<file path="src/rtl/if_stage.sv">
// Instruction-fetch stage: PC register with redirect/stall handling and the IF/ID pipeline register.
// Optional performance counters (redirect_cnt, stall_cnt) are built when IF_PERF_CNT_EN is defined.
module if_stage #(
  parameter logic [31:0] RESET_PC  = 32'h0000_0000,
  parameter logic [31:0] NOP_INSTR = 32'h0000_0013
) (
  input  logic        clk,
  input  logic        rst,
  input  logic        stall,
  input  logic        pcsrc,
  input  logic [31:0] pc_target,
  input  logic        ifflush,
  output logic [31:0] imem_addr,
  input  logic [31:0] imem_rdata,
  output logic [31:0] ifid_pc,
  output logic [31:0] ifid_pc4,
  output logic [31:0] ifid_instr,
  output logic        ifid_valid
`ifdef IF_PERF_CNT_EN
  ,
  output logic [31:0] redirect_cnt,
  output logic [31:0] stall_cnt
`endif
);

  logic [31:0] r_pc;
  logic [31:0] r_ifid_pc;
  logic [31:0] r_ifid_pc4;
  logic [31:0] r_ifid_instr;
  logic        r_ifid_valid;

  logic [31:0] w_pc_plus4;
  logic [31:0] w_pc_next;
  // Redirect targets are forced word-aligned, so the low two bits are never used.
  logic        w_unused_tgt_lsb;

  assign w_pc_plus4       = r_pc + 32'd4;
  assign w_unused_tgt_lsb = ^pc_target[1:0];

  always_comb begin
    w_pc_next = r_pc;
    if (pcsrc) begin
      w_pc_next = {pc_target[31:2], 2'b00};
    end else if (!stall) begin
      w_pc_next = w_pc_plus4;
    end
  end

  always_ff @(posedge clk) begin
    if (rst) begin
      r_pc <= RESET_PC;
    end else begin
      r_pc <= w_pc_next;
    end
  end

  always_ff @(posedge clk) begin
    if (rst || ifflush) begin
      r_ifid_pc    <= '0;
      r_ifid_pc4   <= 32'd4;
      r_ifid_instr <= NOP_INSTR;
      r_ifid_valid <= 1'b0;
    end else if (!stall) begin
      r_ifid_pc    <= r_pc;
      r_ifid_pc4   <= w_pc_plus4;
      r_ifid_instr <= imem_rdata;
      r_ifid_valid <= 1'b1;
    end
  end

  assign imem_addr  = r_pc;
  assign ifid_pc    = r_ifid_pc;
  assign ifid_pc4   = r_ifid_pc4;
  assign ifid_instr = r_ifid_instr;
  assign ifid_valid = r_ifid_valid;

`ifdef IF_PERF_CNT_EN
  logic [31:0] r_redirect_cnt;
  logic [31:0] r_stall_cnt;

  // Stall cycles are counted only when not overridden by a redirect.
  always_ff @(posedge clk) begin
    if (rst) begin
      r_redirect_cnt <= '0;
      r_stall_cnt    <= '0;
    end else begin
      if (pcsrc && (r_redirect_cnt != '1)) begin
        r_redirect_cnt <= r_redirect_cnt + 32'd1;
      end
      if (stall && !pcsrc && (r_stall_cnt != '1)) begin
        r_stall_cnt <= r_stall_cnt + 32'd1;
      end
    end
  end

  assign redirect_cnt = r_redirect_cnt;
  assign stall_cnt    = r_stall_cnt;
`endif

endmodule

</file>
<file path="config.mk">
export PLATFORM = sky130hd
export DESIGN_NAME = if_stage
export DESIGN_NICKNAME = d
export VERILOG_FILES = /design/src/rtl/if_stage.sv
export SDC_FILE = /design/constraint.sdc
export NUM_CORES = 1
export LEC_CHECK = 0
export ABC_AREA = 1
export CAP_MARGIN = 20
export CORE_UTILIZATION = 30
export CTS_BUF_LIST = sky130_fd_sc_hd__clkbuf_4 sky130_fd_sc_hd__clkbuf_8
export CTS_CLUSTER_DIAMETER = 30
export DETAILED_ROUTE_END_ITERATION = 16
export PLACE_DENSITY = 0.68
export SKIP_LAST_GASP = 1
export SYNTH_ARGS = -nofsm -noshare
export SYNTH_HDL_FRONTEND = slang
export SYNTH_SLANG_ARGS = --single-unit
</file>
<file path="constraint.sdc">
create_clock -name clk -period 2.4 [get_ports clk]
set_input_delay 0.36 -clock clk [delete_from_list [all_inputs] [get_ports clk]]
set_output_delay 0.36 -clock clk [all_outputs]
set_load 0.01 [all_outputs]
</file>
==> results.sh <==
export IMPL_slew_violations=0
export IMPL_hp_start="ifid_instr[5]"
export IMPL_hpwl_microns=12600
export IMPL_critPathMaxFanout=6
export IMPL_fillers=1782
export IMPL_ys_ff_latch=123
export IMPL_syn_area_per_cell_sq_um=7.18
export IMPL_grt_pass1_vias=4877
export IMPL_ff2ff_path_depth=8
export IMPL_critPathRequiredTime_ns=2.04
export IMPL_clock_sinks=123
export IMPL_clock_path_buffers=2
export IMPL_holdPathStages=2
export IMPL_synth_area_sq_mm=0.00538
export IMPL_drc=0
export IMPL_r2r_end="imem_addr[16]"
export IMPL_grt_setup_unrepaired="no"
export IMPL_fin_worst_skew_ns=0.00583
export IMPL_grt_max_degree=76
export IMPL_timing_final_crit_share=0.799
export IMPL_post_drt_wl_per_cell_microns=15.2
export IMPL_placed_area_sq_mm=0.00747
export IMPL_drt_iter0_drc=345
export IMPL_endpoint_kind="primary output"
export IMPL_grt_overflow_total=0
export IMPL_multiInputGateArea_sq_mm=0.00252
export IMPL_fin_setup_tns_ns=0
export IMPL_crit_arrival_ns=1.56
export IMPL_synth_area_leaders="dfxtp_1 (46%), nand2_1 (15%), a21oi_1 (9.9%), o21ai_0 (4.1%), nand3_1 (4.0%)"
export IMPL_seq_area_frac_synth=0.457
export IMPL_yosysTopAreaCellShare=0.457
export IMPL_diodes=0
export IMPL_synth_edf_count=0
export IMPL_critPathTopFamily="buffers and inverters"
export IMPL_synth_top_flop_cell="dfxtp_1"
export IMPL_yosysWarningCount=0
export IMPL_numCtsBuffers=17
export IMPL_io_pins=198
export IMPL_clk_pin_slew_ns=0.07
export IMPL_area_growth_pct=47.3
export IMPL_ctsHoldBuffers=0
export IMPL_start_util=0.309
export IMPL_coreArea_sq_mm=0.0174
export IMPL_vias_per_cell=4.68
export IMPL_worstPathCellList="clkdlybuf4s50_1"
export IMPL_stdcell_area_sq_mm=0.00793
export IMPL_grt_pass1_wl_microns=26800
export IMPL_cts_setup_buffers=0
export IMPL_synth_top_cell_by_area="dfxtp_1"
export IMPL_synth_most_common_cell="nand2_1"
export IMPL_first_pass_iters=5
export IMPL_fmax_mhz=522
export IMPL_dieHeight_microns=136
export IMPL_cts_tree="yes"
export IMPL_tightest_slew_ns=0.827
export IMPL_hp_class="reg2reg"
export IMPL_worst_setup_path_type="reg2out"
export IMPL_vias=5449
export IMPL_antenna_found_initial=0
export IMPL_relSlewSlack=0.449
export IMPL_place_congestion=0.858
export IMPL_ys_types=29
export IMPL_start_kind="register"
export IMPL_hold_viol_final=0
export IMPL_critPathMaxStageDelay_ns=0.60
export IMPL_async_flop_share=0
export IMPL_p_leak_nw=2.89
export IMPL_vdd_drop_max_v=0.000311
export IMPL_nets=996
export IMPL_die_width_microns=136
export IMPL_syn_inst=750
export IMPL_totalWireLength_microns=17700
export IMPL_r2r_start="imem_addr[3]"
export IMPL_critPathSlowestCell="clkdlybuf4s50_1"
export IMPL_cts_resized_gates=0
export IMPL_insertion_delay_ns=0.43
export IMPL_portBuffers=189
export IMPL_drv_cap=0
export IMPL_worst_path_buf_inv=1
export IMPL_ant_nets=0
export IMPL_min_period_ns=1.92
export IMPL_track_usage=0.191
export IMPL_htree_levels=4
export IMPL_drive_above_1_share=0.0767
export IMPL_holdPathEnd="ifid_instr[5]"
export IMPL_rows=48
export IMPL_die_area_sq_mm=0.0185
export IMPL_seqCellArea_sq_mm=0.00246
export IMPL_status="finished clean"
export IMPL_rrSetupSlack_ns=0.64
export IMPL_root_buffer="clkbuf_8"
export IMPL_ys_top_cells_by_count="nand2_1 (221), dfxtp_1 (123), a21oi_1 (106)"
export IMPL_powerDensity_mw_per_mm2=620
export IMPL_setup_viol=0
==> metrics by stage <==
| stage | power [mW] | std cells | setup WS, ns | utilization | hold WS [ns] |
|---|---|---|---|---|---|
| final | 4.91 | 1164 | 0.482 | 0.455 | 0.463 |
| after global routing | 5.11 | 1164 | 0.407 | 0.455 | 0.463 |
| after CTS | 4.95 | 1164 | 0.456 | 0.455 | 0.446 |
| after detailed placement | 2.85 | 1132 | 0.347 | 0.429 | 0.455 |
| after global placement | 2.84 | 1132 | 0.368 | 0.429 | 0.451 |
| after floorplan | 2.50 | 755 | 0.869 | - | 0.473 |
==> worst register-to-register path, stage by stage, from the launching register on <==
cell	delay (ns)
dfxtp_1	0.42
ha_1	0.26
nand2_2	0.12
nor2_2	0.14
nand2_1	0.10
nor2_4	0.17
xor2_1	0.24
nand3_1	0.10
a21oi_1	0.13
==> per-layer routing <==
layer	global-route usage	share of wire	vias up
met3	0.0391	0.054	22
met5	0	0	-
met2	0.294	0.45	167
li1	-	-	2776
met4	0.0704	0.018	0
met1	0.262	0.47	2484
==> area by class of cell <==
cell class	count	area share
well taps	225	0.0355
inverters	54	0.0257
clock buffers	26	0.0412
flip-flops and latches	123	0.311
multi-input cells	529	0.318
clock inverters	6	0.0167
repair buffers	201	0.252
==> placed cells by master, fill, tap and decap left out, types with 5 or more instances in the layout <==
cell / instances
nand2_1: 221
clkbuf_4: 5
buf_4: 10
o21a_1: 5
nand3_1: 43
nand4_1: 15
o21ai_0: 44
clkbuf_8: 21
nor2_2: 5
xor2_1: 6
inv_1: 50
dfxtp_1: 123
nor2_4: 10
a21oi_1: 106
a31oi_1: 5
nor2_1: 41
a22o_1: 5
conb_1: 6
clkdlybuf4s50_1: 188
==> report_power, final <==
| part | switching (mW) | internal [mW] |
|---|---|---|
| sequential | 0.0671 | 2.11 |
| clock | 0.807 | 1.30 |
| combinational | 0.319 | 0.304 |
| total | 1.19 | 3.72 |
==> how the worst max path moves through the flow <==
stage / startpoint / endpoint / cells after the start
5_1_grt: imem_addr[18] / imem_addr[18] / 1
2_1_floorplan: imem_addr[3] / imem_addr[14] / 9
3_5_place_dp: pcsrc / imem_addr[9] / 5
3_3_place_gp: pcsrc / imem_addr[2] / 5
6_report: imem_addr[18] / imem_addr[18] / 1
4_1_cts: imem_addr[18] / imem_addr[18] / 1
==> sequential cells by signal, summed over array words and instances, names as in the netlist <==
name,flops
imem_addr,30
ifid_pc,30
ifid_instr,32
ifid_pc4,30
ifid_valid,1
==> cells by family (layout without fill, tap and decap cells) <==
family	Yosys count	count (layout)	share of synthesized area
simple gates	345	345	0.280
compound gates	169	169	0.166
flops	123	123	0.457
buf+inv	103	287	0.0779
xor+xnor	8	8	0.0158
fa+ha+maj	1	1	0.00232
other cells	1	6	0.000697
Note: power is estimated with default switching activity, not from simulation.
